File: src/rtl/seq_player.sv
// Pattern-memory playback engine.
// A small register-file pattern memory is loaded while idle, then replayed one
// entry per clock onto dataOut, optionally wrapping, until the length runs out
// or a stop request aborts it.
//
// Stream semantics: valid=1 means dataOut/index carry a pattern entry in this
// cycle. There is no back-pressure; every entry is shown for exactly one cycle.
// When valid=0, dataOut and index are forced to 0.
//
// stateDbg exposes the FSM encoding for observation: 0=IDLE, 1=PLAY, 2=DONE.
module seq_player #(
  parameter int WIDTH = 8,
  parameter int DEPTH = 8,
  parameter int AW    = $clog2(DEPTH)
) (
  input  logic             clock,
  input  logic             reset,
  input  logic             wr_en,
  input  logic [AW-1:0]    wr_addr,
  input  logic [WIDTH-1:0] wr_data,
  input  logic [3:0]       len,
  input  logic             loop,
  input  logic             start,
  input  logic             stop,
  output logic [WIDTH-1:0] dataOut,
  output logic             valid,
  output logic             busy,
  output logic             done,
  output logic [AW-1:0]    index,
  output logic [1:0]       stateDbg
);

  typedef enum logic [1:0] {
    IDLE = 2'd0,
    PLAY = 2'd1,
    DONE = 2'd2
  } state_t;

  state_t           state;
  state_t           stateNext;

  logic [WIDTH-1:0] mem [DEPTH];
  logic             memWe;

  logic [3:0]       lenQ;
  logic             loopQ;
  logic [3:0]       lenNext;
  logic             loopNext;
  logic [3:0]       lenEff;

  logic [WIDTH-1:0] dataNext;
  logic             validNext;
  logic             busyNext;
  logic             doneNext;
  logic [AW-1:0]    indexNext;
  logic [AW-1:0]    lastIdx;
  logic [AW-1:0]    incIdx;

  // Requested lengths beyond the memory size play the whole memory.
  assign lenEff   = (len > 4'(DEPTH)) ? 4'(DEPTH) : len;
  // lenQ is never 0 while in PLAY, so lenQ-1 is a valid address.
  assign lastIdx  = AW'(lenQ - 4'd1);
  assign incIdx   = index + AW'(1);
  assign stateDbg = state;

  // Pattern memory: cleared by reset, writable only while idle.
  always_ff @(posedge clock) begin
    if (reset) begin
      for (int i = 0; i < DEPTH; i++) begin
        mem[i] <= '0;
      end
    end else if (memWe) begin
      mem[wr_addr] <= wr_data;
    end
  end

  // State, latched playback settings and all registered outputs.
  always_ff @(posedge clock) begin
    if (reset) begin
      state   <= IDLE;
      lenQ    <= '0;
      loopQ   <= 1'b0;
      dataOut <= '0;
      valid   <= 1'b0;
      busy    <= 1'b0;
      done    <= 1'b0;
      index   <= '0;
    end else begin
      state   <= stateNext;
      lenQ    <= lenNext;
      loopQ   <= loopNext;
      dataOut <= dataNext;
      valid   <= validNext;
      busy    <= busyNext;
      done    <= doneNext;
      index   <= indexNext;
    end
  end

  // Next-state and next-output decode; defaults describe the quiet (invalid) stream.
  always_comb begin
    stateNext = state;
    lenNext   = lenQ;
    loopNext  = loopQ;
    memWe     = 1'b0;
    dataNext  = '0;
    validNext = 1'b0;
    busyNext  = 1'b0;
    doneNext  = 1'b0;
    indexNext = '0;

    unique case (state)
      IDLE: begin
        memWe = wr_en;
        if (start) begin
          if (lenEff == 4'd0) begin
            stateNext = DONE;
            doneNext  = 1'b1;
          end else begin
            stateNext = PLAY;
            lenNext   = lenEff;
            loopNext  = loop;
            validNext = 1'b1;
            busyNext  = 1'b1;
            indexNext = '0;
            // A same-cycle write to entry 0 is forwarded so the first entry
            // shows the freshly written value.
            dataNext  = (wr_en && (wr_addr == '0)) ? wr_data : mem[0];
          end
        end
      end

      PLAY: begin
        if (stop) begin
          stateNext = DONE;
          doneNext  = 1'b1;
        end else if (index == lastIdx) begin
          if (loopQ) begin
            validNext = 1'b1;
            busyNext  = 1'b1;
            indexNext = '0;
            dataNext  = mem[0];
          end else begin
            stateNext = DONE;
            doneNext  = 1'b1;
          end
        end else begin
          validNext = 1'b1;
          busyNext  = 1'b1;
          indexNext = incIdx;
          dataNext  = mem[incIdx];
        end
      end

      DONE: begin
        stateNext = IDLE;
      end

      default: begin
        stateNext = IDLE;
      end
    endcase
  end

endmodule

File: config.mk
export PLATFORM = sky130hd
export DESIGN_NAME = seq_player
export DESIGN_NICKNAME = d
export VERILOG_FILES = /design/src/rtl/seq_player.sv
export SDC_FILE = /design/constraint.sdc
export NUM_CORES = 1
export LEC_CHECK = 0
export ABC_AREA = 1
export CAP_MARGIN = 20
export CELL_PAD_IN_SITES_DETAIL_PLACEMENT = 1
export CELL_PAD_IN_SITES_GLOBAL_PLACEMENT = 1
export CORE_MARGIN = 2
export CORE_UTILIZATION = 30
export CTS_BUF_LIST = sky130_fd_sc_hd__clkbuf_16
export DETAILED_ROUTE_END_ITERATION = 8
export DONT_BUFFER_PORTS = 1
export GPL_TIMING_DRIVEN = 0
export PLACE_DENSITY = 0.51
export SYNTH_ARGS = -nofsm -noshare
export SYNTH_HDL_FRONTEND = slang
export SYNTH_SLANG_ARGS = --single-unit
File: constraint.sdc
create_clock -name clock -period 1.8 [get_ports clock]
set_clock_uncertainty 0.1 [all_clocks]
set_input_delay 0.18 -clock clock [delete_from_list [all_inputs] [get_ports clock]]
set_output_delay 0.18 -clock clock [all_outputs]
set_load 0.05 [all_outputs]
Yosys cells after proc, flatten, opt, wreduce, memory -nomap -nowiden
Memory sizes are Yosys's and may differ from the RTL's.
Cells that the tools add are included.
{"block": "totals", "reg_bits": 19, "mem_bits_rw": 64, "out_inout_bits": 16, "wordCells": 61, "n_memories": 1}
{"block": "classes", "n_addsub": 2, "n_lt_le_gt_ge": 1, "n_eq_ne": 5, "n_mux": 35, "bitwise_logic": 2, "reduce_logical": 8}
{"memory": "mem", "words": 8, "word_bits": 8, "read_ports": 2, "rd_ports_with_merged_regs": 0, "write_ports": 8, "line_no": "42", "rtl": "logic [WIDTH-1:0] mem [DEPTH];"}
{"cell": "two-way mux 8 bit", "count": 7}
{"cell": "two-way mux 1 bit", "count": 17}
{"cell": "one-hot mux 8 bit (2 select lines)", "count": 1}
{"cell": "two-way mux 2 bit", "count": 5}
{"cell": "OR reduction 8 bit", "count": 1}
{"cell": "!= test 3 bit (second input constant)", "count": 2}
{"cell": "AND reduction 3 bit", "count": 2}
{"cell": "greater-than comparator 4 bit (second input constant)", "count": 1}
{"cell": "logical NOT 4 bit", "count": 1}
{"cell": "two-way mux 4 bit", "count": 1}
{"cell": "one-hot mux 1 bit (2 select lines)", "count": 2}
{"cell": "one-hot mux 2 bit (2 select lines)", "count": 1}
{"cell": "OR reduction 4 bit", "count": 1}
{"cell": "adder 3 x 1 -> 3 bit (second input constant)", "count": 1}
{"cell": "equality test 3 bit", "count": 1}
{"cell": "logical NOT 3 bit", "count": 1}
{"cell": "two-way mux 3 bit", "count": 1}
{"cell": "subtractor 3 x 1 -> 3 bit (second input constant)", "count": 1}
{"cell": "equality test 2 x 1 -> 1 bit (second input constant)", "count": 1}
{"cell": "logical NOT 2 bit", "count": 1}
{"cell": "!= test 2 bit (second input constant)", "count": 1}
{"cell": "inverter 1 bit", "count": 2}
{"cell": "logical AND 1 bit", "count": 1}

Depth between registers and ports, before layout
{"block": "logic_depth", "depth_word": 7, "ltp_mapped": 12, "mapped_depth_nobuf": 12}

Worst setup path after synthesis
OpenSTA, ideal clock, no wires.
{"block": "synth_timing", "path_kind": "flip-flop to flip-flop", "from": "register index[1]", "to": "register dataOut[0]", "arrival_time_ns": 1.775, "required_ns": 1.572, "setup_slack_ns": -0.203, "path_stages_with_launch": 12, "n_path_buf": 2, "path_cell_list": "dfxtp_1 -> ha_1 -> buf_4 -> inv_2 -> buf_4 -> nand3_1 -> nand3_1 -> nand2_1 -> nor2_1 -> nor2_1 -> nor2_1 -> nor2_1"}
{"block": "synth_between", "elab_chain_len": 5, "elab_cells_between_ends": 6}
{"item": "from (decl)", "line_no": "29", "rtl": "output logic [AW-1:0] index,"}
{"item": "from (signal assigned)", "line_no": "96", "rtl": "index <= indexNext;"}
{"item": "adder 3 x 1 -> 3 bit", "line_no": "63", "rtl": "assign incIdx = index + AW'(1);"}
{"item": "via incIdx[1]", "line_no": "57", "rtl": "logic [AW-1:0] incIdx;"}
{"item": "memory (8 x 8 bit)"}
{"item": "two-way mux 8 bit", "line_no": "137", "rtl": "end else if (index == lastIdx) begin"}
{"item": "two-way mux 8 bit", "line_no": "134", "rtl": "if (stop) begin"}
{"item": "one-hot mux 8 bit (2 select lines)", "line_no": "112", "rtl": "unique case (state)"}
{"item": "to (signal assigned)", "line_no": "92", "rtl": "dataOut <= dataNext;"}
{"item": "to (decl)", "line_no": "25", "rtl": "output logic [WIDTH-1:0] dataOut,"}
The timed path passes the listed nets, and every way through them passes these cells.
A chain may end at the register's enable or synchronous reset.

Worst setup path after layout
{"block": "layout_timing", "from": "register index[0]", "to": "register dataOut[7]"}
Same word-level chain as after synthesis.

==> reports/metrics.cfg <==
[status]
outcome=finished with violations
violated_checks=negative hold slack, negative setup slack

[critical_path]
r2r.worst_path.cells=10
critical_path_arrival_ns=2.03
r2r_slack_ns=-0.05
critical_path.startpoint_type=flop
critical_path.slowest_cell=sky130_fd_sc_hd__dfxtp_4
crit_top_cell=sky130_fd_sc_hd__nand3_2
timing.critical_path.cells=ha_4, clkinv_8, buf_8, buf_6, buf_4, nand3_2, nand3_2, nand3_2, nand2_2, a21oi_2
crit_path_max_fanout=6
crit-reg2reg-launch=index[0]
worstPathBufferInverterCount=4
cpLargestDelayFamily=buffers and inverters
worst_path_largest_cell_delay_ns=0.42
cp.required_ns=1.97
crit_type=flop to flop
cp-end-kind=flop
reg2reg_to=dataOut[7]

[floorplanning]
top_level_ports=37
start_util=0.3050
die_height_um=119.8
placementRows=42
die_area_um2=14350
design.core.area_um2=13190
die_width_um=119.8

[global_route]
remaining_overflow_grt=0
grt_first_pass_wirelength_um=20250
pin_count_of_the_biggest_net_entering_global_routing=14
grt_use_met2=0.3389
grt.total_usage=0.1936
gr_util_met1=0.2422
grt.met3_usage=0.02757
grt_busiest_layer=met2
grt_pass1_vias=3513
antenna_violations_before_repair=0

[yosys]
seq_area_frac_synth=0.5723
ys_ff_latch=83
synth_area_per_cell_um2=8.522
synth_warnings=0
synth.cell_area_um2=4023
synthesis.instances=472
syn-num-nets=495
yosysUniqueCellTypes=26

[finish]
nets=529
mostFrequentLayoutCells=sky130_fd_sc_hd__nand2_1, sky130_fd_sc_hd__nor2_1, sky130_fd_sc_hd__edfxtp_1
layout.cell_area.non_filler_um2=5181
area.growth.synth_to_final_pct=28.80
antenna-diode-count=0
layout-drive-gt1-share=0.2392
mostFrequentLayoutCell=sky130_fd_sc_hd__nand2_1
filler_cell_count=1516

[drt]
drtPass1Iterations=4
routedWlPerCell_um=19.14
drtIter0Drc=161
dr_total_vias=3293
number_of_nets_with_antenna_violations_after_detailed_routing=0
detail_routed_via_count_per_cell=4.800
detail_route.wirelength_um=13130
drc=0

[sta]
final_period_minus_worst_setup_slack_ns=1.855
timing.final.ws_setup_ns=-0.05483
final.period_utilization=1.030
rsz0062_at_grt=true
timing.final.hold_violations=2
drv_slew=0
tns_ns=-0.1561
finalHoldWorstSlack_ns=-0.001377
max_slew.worst_pin.slew_ns=0.8132
rel_slew_slack=0.4579
timing.final.setup_violations=6
fmaxAchievable_ghz=0.5391

[min_path]
timing.hold.worst.class=primary input to flop
hold-path-cell-count=3
hold_end=index[1]
worstHoldStart=reset

[power]
switching_pwr_mw=1.255
power.density_cell_area_nw_per_um2=922.5
total_leakage_power_nw=2.123
vdd_drop_max_mv=0.3674
post-layout-total-power_mw=4.780
clock_power_share=0.414
power_report.internal_total_mw=3.525
swShare=0.2626
power_frac_comb=0.116
share_seq_of_total_power=0.470

[cts]
cts.path.max_buffers=2
clkLatencyLatePin_ns=0.35
cts.sink_count=83
cts_made_buffers=9
h-tree-depth=3
cts_root_buffer=sky130_fd_sc_hd__clkbuf_16
tritoncts_clock_tree=yes
clk_transition_reported_paths_ns=0.06

[placement]
quantity_of_i_o_buffers_inserted_on_ports=0
place.detailed.hpwl_um=9033
weighted_congestion_reported_at_the_end_of_routability_driven_placement=0.7716
dpl_cell_area_um2=4250

[job]
max-cap-violations=0

-- metrics by stage --
| stage | cells | util | worst slack, ns |
|---|---|---|---|
| 2_1_floorplan | 472 | - | -0.03275 |
| 3_3_place_gp | 648 | 0.3222 | -0.8567 |
| 3_5_place_dp | 648 | 0.3222 | -0.9526 |
| 4_1_cts | 679 | 0.3772 | -0.02220 |
| 5_1_grt | 686 | 0.3928 | -0.1413 |
| 6_report | 686 | 0.3928 | -0.05483 |
-- worst register-to-register path, stage by stage, from the launching register on --
cell,delay (ns)
sky130_fd_sc_hd__dfxtp_4,0.42
sky130_fd_sc_hd__ha_4,0.40
sky130_fd_sc_hd__clkinv_8,0.09
sky130_fd_sc_hd__buf_8,0.14
sky130_fd_sc_hd__buf_6,0.12
sky130_fd_sc_hd__buf_4,0.14
sky130_fd_sc_hd__nand3_2,0.06
sky130_fd_sc_hd__nand3_2,0.06
sky130_fd_sc_hd__nand3_2,0.07
sky130_fd_sc_hd__nand2_2,0.05
sky130_fd_sc_hd__a21oi_2,0.13
-- cell usage after synthesis, drive strengths merged --
| cell type | instances | area [um2] |
|---|---|---|
| a21oi | 13 | 65.06 |
| inv | 31 | 118.9 |
| o21ai | 5 | 28.78 |
| edfxtp | 64 | 1922 |
| dfxtp | 19 | 380.4 |
| clkbuf | 2 | 7.510 |
| nand4 | 8 | 50.05 |
| buf | 14 | 90.08 |
| nand2 | 137 | 544.3 |
| clkinv | 1 | 3.750 |
| ha | 2 | 25.02 |
| nor3 | 1 | 5.000 |
| nor4 | 1 | 6.260 |
| nor2 | 112 | 460.4 |
| nand3 | 62 | 315.3 |
-- state kept, by name, summed over array words and instances (netlist names) --
signal    count
lenQ          3
loopQ         1
mem          64
index         3
stateDbg      2
busy          1
done          1
dataOut       8
-- power by group through the flow --
| stage | Sequential [mW] | Combinational (mW) | Clock [mW] |
|---|---|---|---|
| 6_report | 2.25 | 0.553 | 1.98 |
| 2_1_floorplan | 2.27 | 0.316 | 0 |
| 3_3_place_gp | 2.29 | 0.430 | 0 |
| 5_1_grt | 2.26 | 0.615 | 2.09 |
| 4_1_cts | 2.25 | 0.525 | 2.02 |
| 3_5_place_dp | 2.29 | 0.440 | 0 |
-- logic make-up after synthesis --
| group | synth area share |
|---|---|
| AO/OA/AOI/OAI | 0.02333 |
| adder cells (fa/ha/maj) | 0.006220 |
| buffers and inverters | 0.05474 |
| flip-flops | 0.5723 |
| AND/OR/NAND/NOR | 0.3434 |
-- per-layer routing --
layer / wire, um / vias to the layer above
met5: 0 / -
met1: 5790 / 1619
met3: 352 / 12
li1: - / 1611
met2: 6781 / 51
met4: 206 / 0
-- cell type report --
class / instances / area, um2 / area share
Buffer: 15 / 116.4 / 0.02246
Timing Repair Buffer: 24 / 246.5 / 0.04757
Inverter: 32 / 137.6 / 0.02656
Multi-Input combinational cell: 341 / 1834 / 0.3540
Tap cell: 176 / 220.2 / 0.04250
Sequential cell: 83 / 2317 / 0.4472
Clock inverter: 6 / 83.83 / 0.01618
Clock buffer: 9 / 225.2 / 0.04347
-- worst max-delay path by stage --
stage	start	cells after the start	endpoint
floorplan	stateDbg[1]	5	mem[0][0]
global placement	stateDbg[1]	5	mem[3][2]
detailed placement	stateDbg[1]	5	mem[2][2]
CTS	index[0]	11	dataOut[3]
global route	index[0]	11	dataOut[2]
finish	index[0]	10	dataOut[7]
-- repair_timing --
item                                    in CTS  in global routing
cloned                                       1                  0
endpoints found under the setup margin     143                 55
gates resized for setup                     67                 37
hold buffers                                 9                  0
pin swaps                                    9                 30
buffers inserted                             6                  7
hold endpoints to repair                    10                  0
(Power assumes the default switching activity.)
